--- src/rtl/sdf_feedback_delay.sv ---
// -----------------------------------------------------------------------------
// sdf_feedback_delay
//
// Feedback delay line for one stage of a single-path delay-feedback (SDF) FFT.
// A circular buffer of DEPTH complex samples is written once per valid cycle.
// In the fill phase the new stage input is stored. In the butterfly phase the
// butterfly difference result is stored and fed back. The entry under the
// write pointer is always the sample written DEPTH valid cycles earlier. It is
// presented on Delay_Out_* in the same cycle that the entry is overwritten.
// Data passes through bit-exact.
//
// Parameters
//   WIDTH        bits per real / imaginary component
//   DEPTH        feedback delay in samples (1, 2, 4 or 8)
//
// Ports
//   CLK          clock; all state changes on the rising edge
//   RST          asynchronous active-low reset (clears counters and buffer)
//   Clear        synchronous clear; present only with SDF_DELAY_CLEAR_EN.
//                It takes priority over Valid_In.
//   Valid_In     qualifies Data_In_* / Fb_In_*; when low the block stalls
//   Data_In_Re/Im  new stage input sample (written in the fill phase)
//   Fb_In_Re/Im    butterfly difference (written in the butterfly phase)
//   Delay_Out_Re/Im  oldest buffered sample (combinational from the buffer)
//   Selection    1 = butterfly phase, 0 = fill phase
//   Delay_Valid  buffer holds DEPTH samples written since reset / clear
//   Frame_Start  first valid sample of each 2*DEPTH-sample frame
//
// Build option
//   SDF_DELAY_CLEAR_EN  when defined, adds the Clear input and its logic
// -----------------------------------------------------------------------------
module sdf_feedback_delay #(
  parameter int WIDTH = 16,
  parameter int DEPTH = 8
) (
  input  logic                    CLK,
  input  logic                    RST,
`ifdef SDF_DELAY_CLEAR_EN
  input  logic                    Clear,
`endif
  input  logic                    Valid_In,
  input  logic signed [WIDTH-1:0] Data_In_Re,
  input  logic signed [WIDTH-1:0] Data_In_Im,
  input  logic signed [WIDTH-1:0] Fb_In_Re,
  input  logic signed [WIDTH-1:0] Fb_In_Im,
  output logic signed [WIDTH-1:0] Delay_Out_Re,
  output logic signed [WIDTH-1:0] Delay_Out_Im,
  output logic                    Selection,
  output logic                    Delay_Valid,
  output logic                    Frame_Start
);

  // A single-entry buffer still carries a 1-bit pointer (always 0).
  localparam int PTR_W  = (DEPTH > 1) ? $clog2(DEPTH) : 1;
  localparam int CNT_W  = $clog2(2 * DEPTH);
  localparam int FILL_W = $clog2(DEPTH + 1);

  logic [CNT_W-1:0]        cnt_r;
  logic [CNT_W-1:0]        cnt_nxt_s;
  logic [PTR_W-1:0]        wr_ptr_r;
  logic [PTR_W-1:0]        wr_ptr_nxt_s;
  logic [FILL_W-1:0]       fill_r;
  logic [FILL_W-1:0]       fill_nxt_s;
  logic                    wr_en_s;
  logic                    clear_s;
  logic                    sel_s;
  logic signed [WIDTH-1:0] wr_re_s;
  logic signed [WIDTH-1:0] wr_im_s;
  logic signed [WIDTH-1:0] rd_re_s;
  logic signed [WIDTH-1:0] rd_im_s;
  logic signed [WIDTH-1:0] mem_re_r [DEPTH];
  logic signed [WIDTH-1:0] mem_im_r [DEPTH];

`ifdef SDF_DELAY_CLEAR_EN
  assign clear_s = Clear;
`else
  // Tied off so the clear branches below fold away in the default build.
  assign clear_s = 1'b0;
`endif

  // Phase decode from the registered counter: the second half of a frame is the butterfly phase.
  assign sel_s = (cnt_r >= CNT_W'(DEPTH));

  // Select what gets written this cycle: the new input while filling, the feedback while in butterfly.
  always_comb begin
    wr_re_s = Data_In_Re;
    wr_im_s = Data_In_Im;
    if (sel_s) begin
      wr_re_s = Fb_In_Re;
      wr_im_s = Fb_In_Im;
    end else begin
      wr_re_s = Data_In_Re;
      wr_im_s = Data_In_Im;
    end
  end

  // Next-state for phase counter, write pointer and fill counter; clear beats valid, no valid means stall.
  always_comb begin
    cnt_nxt_s    = cnt_r;
    wr_ptr_nxt_s = wr_ptr_r;
    fill_nxt_s   = fill_r;
    wr_en_s      = 1'b0;
    if (clear_s) begin
      cnt_nxt_s    = {CNT_W{1'b0}};
      wr_ptr_nxt_s = {PTR_W{1'b0}};
      fill_nxt_s   = {FILL_W{1'b0}};
      wr_en_s      = 1'b0;
    end else if (Valid_In) begin
      wr_en_s = 1'b1;
      if (cnt_r == CNT_W'(2 * DEPTH - 1)) begin
        cnt_nxt_s = {CNT_W{1'b0}};
      end else begin
        cnt_nxt_s = cnt_r + CNT_W'(1);
      end
      if (wr_ptr_r == PTR_W'(DEPTH - 1)) begin
        wr_ptr_nxt_s = {PTR_W{1'b0}};
      end else begin
        wr_ptr_nxt_s = wr_ptr_r + PTR_W'(1);
      end
      // Saturates at DEPTH so Delay_Valid stays high until reset or clear.
      if (fill_r != FILL_W'(DEPTH)) begin
        fill_nxt_s = fill_r + FILL_W'(1);
      end else begin
        fill_nxt_s = fill_r;
      end
    end else begin
      cnt_nxt_s    = cnt_r;
      wr_ptr_nxt_s = wr_ptr_r;
      fill_nxt_s   = fill_r;
      wr_en_s      = 1'b0;
    end
  end

  // Control state registers.
  always_ff @(posedge CLK or negedge RST) begin
    if (!RST) begin
      cnt_r    <= {CNT_W{1'b0}};
      wr_ptr_r <= {PTR_W{1'b0}};
      fill_r   <= {FILL_W{1'b0}};
    end else begin
      cnt_r    <= cnt_nxt_s;
      wr_ptr_r <= wr_ptr_nxt_s;
      fill_r   <= fill_nxt_s;
    end
  end

  // Circular buffer storage; every entry is zeroed by reset and by clear.
  always_ff @(posedge CLK or negedge RST) begin
    if (!RST) begin
      for (int i = 0; i < DEPTH; i++) begin
        mem_re_r[i] <= {WIDTH{1'b0}};
        mem_im_r[i] <= {WIDTH{1'b0}};
      end
    end else begin
      for (int i = 0; i < DEPTH; i++) begin
        if (clear_s) begin
          mem_re_r[i] <= {WIDTH{1'b0}};
          mem_im_r[i] <= {WIDTH{1'b0}};
        end else if (wr_en_s && (wr_ptr_r == PTR_W'(i))) begin
          mem_re_r[i] <= wr_re_s;
          mem_im_r[i] <= wr_im_s;
        end else begin
          mem_re_r[i] <= mem_re_r[i];
          mem_im_r[i] <= mem_im_r[i];
        end
      end
    end
  end

  // Read the entry about to be overwritten; the written value only appears DEPTH valid cycles later.
  if (DEPTH == 1) begin : g_rd_single
    assign rd_re_s = mem_re_r[0];
    assign rd_im_s = mem_im_r[0];
  end else begin : g_rd_multi
    assign rd_re_s = mem_re_r[wr_ptr_r];
    assign rd_im_s = mem_im_r[wr_ptr_r];
  end

  assign Delay_Out_Re = rd_re_s;
  assign Delay_Out_Im = rd_im_s;
  assign Selection    = sel_s;
  assign Delay_Valid  = (fill_r == FILL_W'(DEPTH));
  // Gated by RST so no pulse appears while reset is held with Valid_In high.
  assign Frame_Start  = Valid_In & RST & (cnt_r == {CNT_W{1'b0}});

endmodule

--- config.mk ---
export PLATFORM = sky130hd
export DESIGN_NAME = sdf_feedback_delay
export DESIGN_NICKNAME = d
export VERILOG_FILES = /design/src/rtl/sdf_feedback_delay.sv
export SDC_FILE = /design/constraint.sdc
export NUM_CORES = 1
export LEC_CHECK = 0
export CORE_UTILIZATION = 58
export CTS_CLUSTER_DIAMETER = 30
export DETAILED_ROUTE_END_ITERATION = 12
export PLACE_DENSITY = 0.79
export SYNTH_ARGS = -nofsm -noshare
export SYNTH_HDL_FRONTEND = slang
export SYNTH_SLANG_ARGS = --single-unit
export TNS_END_PERCENT = 10
--- constraint.sdc ---
create_clock -name CLK -period 2.15 [get_ports CLK]
set_input_delay 0.215 -clock CLK [delete_from_list [all_inputs] [get_ports CLK]]
set_output_delay 0.215 -clock CLK [all_outputs]
set_load 0.02 [all_outputs]
==> run metrics <==
status complete, but fails checks; failing checks setup timing; power consumption 0.0271 W; Synth area leaders dfrtp_1, mux4_2, nand2_1, o21ai_0, mux2i_1; Seq/Total Area, Yosys 56.5%; placed cell area 13,400 sq um; non-filler cells, final 1,537; Max stage delay on crit path 500 ps; top_reg_cell synth dfrtp_1; placed insts 1,440; cell area after synthesis 11,800 sq um; CTS tree built; skew final 26.1 ps; Max H-tree Level 2; final WL 32,300 microns; Horiz. Die Dim 145 microns; vias in the first global route 9,731; post-route cell area 15,300 sq um; Yosys top cell by area dfrtp_1; fin worst setup slack -189 ps; Synth top area share 56.5%; detailed-route via count 9,247; P per Cell Area 1770 nW/um^2; critical path class register to primary output; Detailed Place HPWL 17,000 microns; crit path DAT 2120 ps; ant diodes 0; RSZ-0062 raised after global routing true; Synthesized Nets 1,182; Clock Tree Buf Depth 3; syn avg cell area 10.7 sq um; Leak Pwr 6.93 nW; Clock transition at path regs 60 ps; Least-Margin Pin Slew 807 ps; GRT Resource Usage Total 33.1%; critical path fanouts, max 5; #FFs+latches synth 267; area delta synth->final 29.4%; Worst Path Buf+Inv 3; Ports 102; largest net degree at the start of global routing 147; CP max-delay cell mux4_2; clk root buf clkbuf_16; Post-synth ARST share 100%; CP Launch Type register; die footprint 21,000 sq um; Tcrit/Tclk final 109%; Final min period 2340 ps; Initial Util 59.9%; wire per inst 21.0 microns; share of layout cells above drive strength 1 22.7%; worst path required time 1930 ps; EDFF count, synth 0; CP endpoint kind primary output; yosys warns 0; relative max-transition margin 44.7%; Clock Latency Late Sink 540 ps; max-cap viol count 0; Pins Over Slew Limit 0; input/output buffers 101; first-pass GRT wire length 51,700 microns; Synth cell types 26; Placeable Area 19,700 sq um; CP cell instances buf_8 > buf_12 > mux4_2 > nand2_1 > nand2_1 > buf_2; Final Core Density 77.5%; worst vdd ir 926 uV; First-pass DRT Iterations 5; Hold Path Class input pin to asynchronous set/reset pin; routability cong. 0.758; GR Overflow Total 0; Starting DRT DRC Count 778; cell count after synthesis 1,105; Final Hold Viols 0; antenna violations before repair 0; die height 145 microns; cell row count 51; antenna-violating nets left 0; Sinks on Clock Net 267; Max Freq 427 MHz; cts bufs inserted 47; CP most frequent cell nand2_1; # DRC 0; Vias/cell 6.02; Finish-stage setup viols 32; Final nets 1,311; kind of cell adding the most delay to the critical path multiplexers
## through the flow
step | hold slack, ps | TNS, ps | setup WS (ps)
finish | 363 | -4820 | -189
global route | 443 | -6810 | -238
CTS | 430 | -7210 | -269
detailed placement | 361 | -48.9 | -30.5
global placement | 365 | 0 | 9.25
floorplan | -80.6 | 0 | 264
## tightest hold or removal path, cell delays in order
cell           delay [ps]
dlygate4sd3_1         560
buf_8                 120
buf_12                460
## worst paths after layout
check | slack, ps | end | start | depth (start not counted)
worst max-delay path | -190 | Delay_Out_Im[4] | wr_ptr_r[0]$_DFFE_PN0P_ | 6
worst min-delay path | 360 | cnt_r[2]$_DFFE_PN0P_ | RST | 3
worst max register to register | 30 | mem_im_r[124]$_DFFE_PN0P_ | wr_ptr_r[0]$_DFFE_PN0P_ | 9
worst min register to register | 470 | mem_re_r[29]$_DFFE_PN0P_ | mem_re_r[29]$_DFFE_PN0P_ | 2
max in group asynchronous | 1110 | wr_ptr_r[0]$_DFFE_PN0P_ | RST | 3
min in group CLK | 460 | mem_re_r[6]$_DFFE_PN0P_ | Data_In_Re[6] | 4
## cell usage after synthesis (all sizes together), types with 5 or more instances
cell / n
dfrtp: 267
a21oi: 65
ha: 10
nand2: 295
buf: 38
mux4: 64
o21ai: 198
mux2i: 33
nor2: 67
nand3: 5
clkbuf: 42
inv: 6
## where the power goes
group	switching (W)	internal, W
logic	0.00573	0.00474
registers	0.00144	0.00737
clock network	0.00263	0.00519
## kinds of logic after synthesis
logic type / after synthesis / share of synthesized area [%]
AO/OA/AOI/OAI: 265 / 11.3
XOR/XNOR: 3 / 0.222
adder cells (fa/ha/maj): 10 / 1.06
buffers and inverters: 87 / 3.57
flip-flops: 267 / 56.5
multiplexers: 98 / 15.1
AND/OR/NAND/NOR: 375 / 12.3
## repair_timing
item | CTS | global route
gates cloned | 5 | 0
setup buffers | 10 | 1
endpoints found under the setup margin | 34 | 240
pin swaps | 2 | 10
endpoints found under the hold margin | 267 | 0
hold buffers | 1 | 0
resized for setup | 170 | 55
## area by class of cell
cell class / count / area [sq um]
repair buffers: 160 / 1730
clock buffers: 58 / 1310
clock inverters: 29 / 372
multi-input cells: 751 / 4830
fillers: 1106 / 4430
well taps: 265 / 332
inverters: 7 / 26.3
flip-flops and latches: 267 / 6690
## cell usage in the layout, fill, tap and decap left out, types with 2 or more instances in the layout
cell type	count
nor2_1	62
ha_2	2
buf_8	2
dfrtp_2	2
mux4_2	64
nor2_2	5
o21ai_1	3
nand2_1	263
buf_12	22
clkbuf_1	4
buf_6	21
dlygate4sd2_1	2
clkinv_2	7
ha_1	8
nand3b_2	2
clkbuf_8	5
clkdlybuf4s50_1	66
buf_4	32
nand2_2	32
clkinv_4	8
o21ai_0	195
clkbuf_16	49
bufinv_16	7
and2_4	2
inv_6	3
buf_2	13
xnor2_1	3
clkinvlp_4	4
dfrtp_1	264
a21oi_1	65
nand3_2	3
inv_1	5
nand3_1	2
mux2i_1	33
## metal layers
metal  GRT usage [%]  up-vias  wire length, microns
li1                -     4081                     -
met4            15.7        0                  1180
met5               0        -                     0
met2            54.4      405                 16300
met1            43.2     4659                 12700
met3            5.69      102                  2070
## sequential cells by signal, indices dropped and copies added (netlist names)
register,count
mem_im_r,128
mem_re_r,128
cnt_r,4
fill_r,4
wr_ptr_r,3
(Power assumes the default switching activity.)
